<file path="src/rtl/mem_resp_pkg.sv">
// Shared types and default address map for the memory responder.
package mem_resp_pkg;

  typedef enum logic [1:0] {
    ST_IDLE   = 2'd0,
    ST_ACCESS = 2'd1,
    ST_RESP   = 2'd2
  } state_e;

  typedef enum logic {
    OWN_INSTR = 1'b0,
    OWN_DATA  = 1'b1
  } owner_e;

  localparam logic [31:0] DEF_IMEM_LIMIT = 32'h0000_4000;
  localparam logic [31:0] DEF_DMEM_BASE  = 32'h0000_4000;
  localparam logic [31:0] DEF_DMEM_LIMIT = 32'h0001_0000;

endpackage

</file>
<file path="src/rtl/mem_responder_addr_check.sv">
// Combinational legality check for one requester's address and request kind.
module addr_check
  import mem_resp_pkg::*;
#(
  parameter int unsigned          ADDR_W     = 32,
  parameter logic [ADDR_W-1:0]    IMEM_LIMIT = DEF_IMEM_LIMIT,
  parameter logic [ADDR_W-1:0]    DMEM_BASE  = DEF_DMEM_BASE,
  parameter logic [ADDR_W-1:0]    DMEM_LIMIT = DEF_DMEM_LIMIT
) (
  input  logic [ADDR_W-1:0] addr,
  input  logic              is_instr,
  input  logic              ld,
  input  logic              st,
  output logic              fault
);

  logic misaligned;
  logic instr_bad;
  logic data_bad;

  assign misaligned = (addr[1:0] != 2'b00);
  assign instr_bad  = (addr >= IMEM_LIMIT) | misaligned;
  // A simultaneous load and store has no defined meaning, so it faults.
  assign data_bad   = (addr < DMEM_BASE) | (addr >= DMEM_LIMIT) | misaligned | (ld & st);
  assign fault      = is_instr ? instr_bad : data_bad;

endmodule

</file>
<file path="src/rtl/mem_responder.sv">
// Arbitrates fetch and load/store requests onto one fixed-latency memory port.
module mem_responder
  import mem_resp_pkg::*;
#(
  parameter int unsigned       ADDR_W     = 32,
  parameter int unsigned       DATA_W     = 32,
  parameter int unsigned       LATENCY    = 2,
  parameter logic [ADDR_W-1:0] IMEM_LIMIT = DEF_IMEM_LIMIT,
  parameter logic [ADDR_W-1:0] DMEM_BASE  = DEF_DMEM_BASE,
  parameter logic [ADDR_W-1:0] DMEM_LIMIT = DEF_DMEM_LIMIT
) (
  input  logic              clk,
  input  logic              rst,
  input  logic              instr_req,
  input  logic [ADDR_W-1:0] instr_addr,
  input  logic              ld,
  input  logic              st,
  input  logic [ADDR_W-1:0] data_addr,
  input  logic [DATA_W-1:0] data_wdata,
  output logic              wait_instr,
  output logic              wait_data,
  output logic              instr_segv,
  output logic              data_segv,
  output logic [DATA_W-1:0] instr_rdata,
  output logic [DATA_W-1:0] data_rdata,
  output logic              mem_en,
  output logic              mem_we,
  output logic [ADDR_W-1:0] mem_addr,
  output logic [DATA_W-1:0] mem_wdata,
  input  logic [DATA_W-1:0] mem_rdata
);

  localparam int unsigned CNT_W = (LATENCY > 1) ? $clog2(LATENCY) : 1;

  state_e            state_q, state_d;
  owner_e            owner_q, owner_d;
  logic              store_q, store_d;
  logic              fault_q, fault_d;
  logic [CNT_W-1:0]  cnt_q, cnt_d;
  logic              mem_en_q, mem_en_d;
  logic              mem_we_q, mem_we_d;
  logic [ADDR_W-1:0] mem_addr_q, mem_addr_d;
  logic [DATA_W-1:0] mem_wdata_q, mem_wdata_d;
  logic              instr_segv_q, instr_segv_d;
  logic              data_segv_q, data_segv_d;
  logic [DATA_W-1:0] instr_rdata_q, instr_rdata_d;
  logic [DATA_W-1:0] data_rdata_q, data_rdata_d;

  logic instr_fault, data_fault;
  logic in_resp, instr_upd, data_upd;

  addr_check #(.ADDR_W(ADDR_W), .IMEM_LIMIT(IMEM_LIMIT), .DMEM_BASE(DMEM_BASE), .DMEM_LIMIT(DMEM_LIMIT))
    u_instr_chk (.addr(instr_addr), .is_instr(1'b1), .ld(1'b0), .st(1'b0), .fault(instr_fault));

  addr_check #(.ADDR_W(ADDR_W), .IMEM_LIMIT(IMEM_LIMIT), .DMEM_BASE(DMEM_BASE), .DMEM_LIMIT(DMEM_LIMIT))
    u_data_chk (.addr(data_addr), .is_instr(1'b0), .ld(ld), .st(st), .fault(data_fault));

  // Read data is only captured for a legal load/fetch whose requester is still waiting.
  assign in_resp   = (state_q == ST_RESP);
  assign instr_upd = in_resp & (owner_q == OWN_INSTR) & ~fault_q & instr_req;
  assign data_upd  = in_resp & (owner_q == OWN_DATA) & ~fault_q & ~store_q & ld;

  assign wait_instr  = instr_req & ~(in_resp & (owner_q == OWN_INSTR));
  assign wait_data   = (ld | st) & ~(in_resp & (owner_q == OWN_DATA));
  assign instr_segv  = instr_segv_q;
  assign data_segv   = data_segv_q;
  assign instr_rdata = instr_upd ? mem_rdata : instr_rdata_q;
  assign data_rdata  = data_upd ? mem_rdata : data_rdata_q;
  assign mem_en      = mem_en_q;
  assign mem_we      = mem_we_q;
  assign mem_addr    = mem_addr_q;
  assign mem_wdata   = mem_wdata_q;

  // Next-state, arbitration and memory strobe generation.
  always_comb begin
    state_d       = state_q;
    owner_d       = owner_q;
    store_d       = store_q;
    fault_d       = fault_q;
    cnt_d         = cnt_q;
    mem_en_d      = 1'b0;
    mem_we_d      = 1'b0;
    mem_addr_d    = mem_addr_q;
    mem_wdata_d   = mem_wdata_q;
    instr_segv_d  = 1'b0;
    data_segv_d   = 1'b0;
    instr_rdata_d = instr_rdata_q;
    data_rdata_d  = data_rdata_q;
    case (state_q)
      ST_IDLE: begin
        if (ld | st) begin
          owner_d = OWN_DATA;
          store_d = st;
          fault_d = data_fault;
          if (data_fault) begin
            state_d     = ST_RESP;
            data_segv_d = 1'b1;
          end else begin
            state_d     = ST_ACCESS;
            mem_en_d    = 1'b1;
            mem_we_d    = st;
            mem_addr_d  = {data_addr[ADDR_W-1:2], 2'b00};
            mem_wdata_d = data_wdata;
            cnt_d       = CNT_W'(LATENCY - 1);
          end
        end else if (instr_req) begin
          owner_d = OWN_INSTR;
          store_d = 1'b0;
          fault_d = instr_fault;
          if (instr_fault) begin
            state_d      = ST_RESP;
            instr_segv_d = 1'b1;
          end else begin
            state_d    = ST_ACCESS;
            mem_en_d   = 1'b1;
            mem_addr_d = {instr_addr[ADDR_W-1:2], 2'b00};
            cnt_d      = CNT_W'(LATENCY - 1);
          end
        end else begin
          state_d = ST_IDLE;
        end
      end
      ST_ACCESS: begin
        if (cnt_q == '0) begin
          state_d = ST_RESP;
        end else begin
          cnt_d = cnt_q - CNT_W'(1);
        end
      end
      ST_RESP: begin
        state_d = ST_IDLE;
        if (instr_upd) begin
          instr_rdata_d = mem_rdata;
        end else begin
          instr_rdata_d = instr_rdata_q;
        end
        if (data_upd) begin
          data_rdata_d = mem_rdata;
        end else begin
          data_rdata_d = data_rdata_q;
        end
      end
      default: begin
        state_d = ST_IDLE;
      end
    endcase
  end

  // State and output registers.
  always_ff @(posedge clk or posedge rst) begin
    if (rst) begin
      state_q       <= ST_IDLE;
      owner_q       <= OWN_INSTR;
      store_q       <= 1'b0;
      fault_q       <= 1'b0;
      cnt_q         <= '0;
      mem_en_q      <= 1'b0;
      mem_we_q      <= 1'b0;
      mem_addr_q    <= '0;
      mem_wdata_q   <= '0;
      instr_segv_q  <= 1'b0;
      data_segv_q   <= 1'b0;
      instr_rdata_q <= '0;
      data_rdata_q  <= '0;
    end else begin
      state_q       <= state_d;
      owner_q       <= owner_d;
      store_q       <= store_d;
      fault_q       <= fault_d;
      cnt_q         <= cnt_d;
      mem_en_q      <= mem_en_d;
      mem_we_q      <= mem_we_d;
      mem_addr_q    <= mem_addr_d;
      mem_wdata_q   <= mem_wdata_d;
      instr_segv_q  <= instr_segv_d;
      data_segv_q   <= data_segv_d;
      instr_rdata_q <= instr_rdata_d;
      data_rdata_q  <= data_rdata_d;
    end
  end

endmodule
</file>
<file path="config.mk">
export PLATFORM = sky130hd
export DESIGN_NAME = mem_responder
export DESIGN_NICKNAME = d
export VERILOG_FILES = /design/src/rtl/mem_resp_pkg.sv /design/src/rtl/mem_responder_addr_check.sv /design/src/rtl/mem_responder.sv
export SDC_FILE = /design/constraint.sdc
export NUM_CORES = 1
export LEC_CHECK = 0
export BUFFER_PORTS_ARGS = -buffer_cell sky130_fd_sc_hd__buf_2
export CORE_ASPECT_RATIO = 1.25
export CORE_MARGIN = 5
export CORE_UTILIZATION = 48
export CTS_CLUSTER_DIAMETER = 50
export DETAILED_ROUTE_END_ITERATION = 10
export HOLD_SLACK_MARGIN = 0.12
export PLACE_DENSITY = 0.8
export SLEW_MARGIN = 0
export SYNTH_ARGS = -nofsm -noshare
export SYNTH_HDL_FRONTEND = slang
export SYNTH_HIERARCHICAL = 1
export SYNTH_SLANG_ARGS = --single-unit
</file>
<file path="constraint.sdc">
create_clock -name clk -period 5.6 [get_ports clk]
set_clock_uncertainty 0.1 [all_clocks]
set_input_delay 1.4 -clock clk [delete_from_list [all_inputs] [get_ports clk]]
set_output_delay 1.4 -clock clk [all_outputs]
set_load 0.01 [all_outputs]
</file>
==> flow_summary.yaml <==
run_status:
  status: "complete, no violations"
placement:
  post-dp-hpwl_um: 11600
  dp_slack_ns: 1.07
  place_congestion: 0.859
  place_area_um2: 7890
  portBuffers: 264
  dp_cells: 857
cells_and_area:
  finish.instance_area_um2: 8550
  drive_gt1_share_pct: 72.9
  synthToLayoutAreaGrowth_pct: 34.4
  multi_input_area_um2: 2860
  diodes: 0
  fill_cells: 989
  seq_area_um2: 3400
  nets: 838
  mostFrequentLayoutCells: "buf_2 (264), mux2_2 (213), dfrtp_1 (136)"
  stdcell_count: 888
  mostFrequentLayoutCell: "buf_2"
route:
  drcViolationCount: 0
  vias: 4556
  drt-wirelength-per-cell_um: 17.6
  wl_um: 15600
  drt_iter0_drc: 151
  vias_per_cell: 5.13
  dr.pass1.iters: 4
  drtAntennaViolNets: 0
setup_path:
  worstPathRequired_ns: 4.10
  reg2reg_to: "mem_addr[13]"
  start_kind: "input port"
  path_class: "in2out"
  ff2ff_path_depth: 4
  cp_max_fo: 38
  cp_data_arrival_time_ns: 3.02
  r2r_slack_ns: 3.10
  crit_path_end_kind: "output pin"
  worstReg2RegStart: "state_q[0]"
power:
  switchingPower_mw: 1.12
  seqPwrFrac_pct: 37.6
  ir_worst_vdd_v: 0.000249
  power.total_mw: 3.88
  p_int_mw: 2.76
  switching_share_pct: 28.8
  power.density_nw_per_um2: 453
  comb_power_share_pct: 30.4
  p_leak_nw: 4.52
  power_frac_clock_pct: 32.0
sta:
  period_share_pct: 80.7
  worst-slew-pin-transition_ns: 0.787
  rsz0062_at_grt: "no"
  setup_slack_ns: 1.08
  tns_ns: 0
  finalHoldViolCount: 0
  relSlewSlack_pct: 47.5
  max_freq_mhz: 221
  setup_viol: 0
  maxSlewViolCount: 0
  fin_crit_ns: 4.52
die:
  initial_core_util_pct: 48.5
  die_area_um2: 15700
  die_y_um: 139
  placeableCoreArea_um2: 13100
  num_rows: 47
  pin_count: 267
  die_x_um: 113
clock_tree:
  clock_latency_ns: 0.40
  post-cts-setup-buffers: 0
  ctsLongestPathBuffers: 2
  cts_tree: "done"
  post_cts_resized: 0
  cts-root-buf: "clkbuf_16"
  postCtsHoldBufs: 0
  cts.sinks: 136
  cts_buffers: 17
  cts.clk_slew.worst_paths_ns: 0.06
  htreeDepth: 4
hold_path:
  holdPathStages: 1
  hp-start: "mem_wdata[22]"
  hold_path.class: "reg2reg"
  hold_end: "mem_wdata[22]"
grt:
  antenna_found_initial: 0
  grt_pass1_vias: 5099
  grt_pass1_wl_um: 25300
  track_usage_pct: 19.9
  grt_max_degree: 75
  grt-ovfl-total: 0
logic_synthesis:
  synth_warnings: 6
  ys_ff_latch: 136
  synth_edf_count: 0
  syn_area_per_cell_um2: 14.7
  ys_types: 32
  synthArstFlopShare_pct: 100
  ys_seq_area_share_pct: 53.5
  ys.flop_type: "dfrtp_1"
  syn_inst: 434
  syn-cell-area_um2: 6360
job:
  cap_violations: 0
[critical path, cell delays in order]
cell     delay [ns]
buf_2          0.17
nand4_4        0.53
buf_4          0.44
mux2_1         0.32
buf_2          0.14
[how the worst max path moves through the flow]
stage | from | endpoint | slack (ns) | cells after the start
after global routing | ld | data_rdata[24] | 0.96 | 5
after detailed placement | ld | data_rdata[28] | 1.07 | 5
after global placement | ld | data_rdata[24] | 1.07 | 5
after floorplan | rst | cnt_q | 0.46 | 1
after CTS | ld | data_rdata[24] | 1.05 | 5
final | ld | data_rdata[24] | 1.08 | 5
[layer usage]
layer / share of wire, % / global-route usage [%]
met1: 38 / 22.5
met2: 52 / 34.9
met3: 8.4 / 6.81
met4: 2.1 / 6.77
met5: 0 / 0
[state kept, by name, summed over array words and instances (netlist names)]
signal         count
cnt_q              1
store_q            1
mem_we             1
data_segv          1
fault_q            1
data_rdata_q      32
mem_en             1
instr_rdata_q     32
state_q            2
mem_addr          30
owner_q            1
mem_wdata         32
instr_segv         1
[stage by stage]
| stage | hold slack [ns] | util [%] |
|---|---|---|
| final | 0.386 | 65.2 |
| after global routing | 0.413 | 65.2 |
| after CTS | 0.393 | 65.2 |
| after detailed placement | 0.380 | 60.1 |
| after global placement | 0.371 | 60.1 |
| after floorplan | 0.357 | - |
[power groups by stage]
stage,clock [mW],combinational [mW],sequential (mW)
floorplan,0,0.680,1.48
global placement,0,1.16,1.45
detailed placement,0,1.19,1.47
CTS,1.26,1.20,1.46
global route,1.31,1.28,1.49
finish,1.24,1.18,1.46
[synth_stat cells (2+ instances only)]
cell	n	area share, %
a22o_1	2	0.28
inv_1	3	0.18
a21oi_1	4	0.31
mux2_1	7	1.2
and4_1	2	0.28
clkbuf_1	4	0.24
nand2_1	2	0.12
nor4_1	9	0.89
a211oi_1	2	0.24
buf_2	16	1.3
dfrtp_1	136	54
o2111ai_1	2	0.28
conb_1	2	0.12
o21ai_0	3	0.24
nor2_1	7	0.41
mux2_2	213	38
buf_4	5	0.59
[area by class of cell]
cell class                 instances  share of cell area (%)
clock buffer                      20                    5.46
clock inverter                    11                    2.28
inverter                           3                   0.161
multi-input combinational        276                    33.4
sequential                       136                    39.8
tap                              171                    2.50
timing repair buffer             271                    16.4
[cells by family after synthesis]
logic type             after synthesis  synth area share, %
buffers and inverters               28                 2.26
muxes                              220                 39.0
AOI/OAI and AO/OA                   17                 1.87
and+or+nand+nor                     31                 3.29
DFF                                136                 53.5
other                                2                0.118
Note: power is estimated with default switching activity, not from simulation.
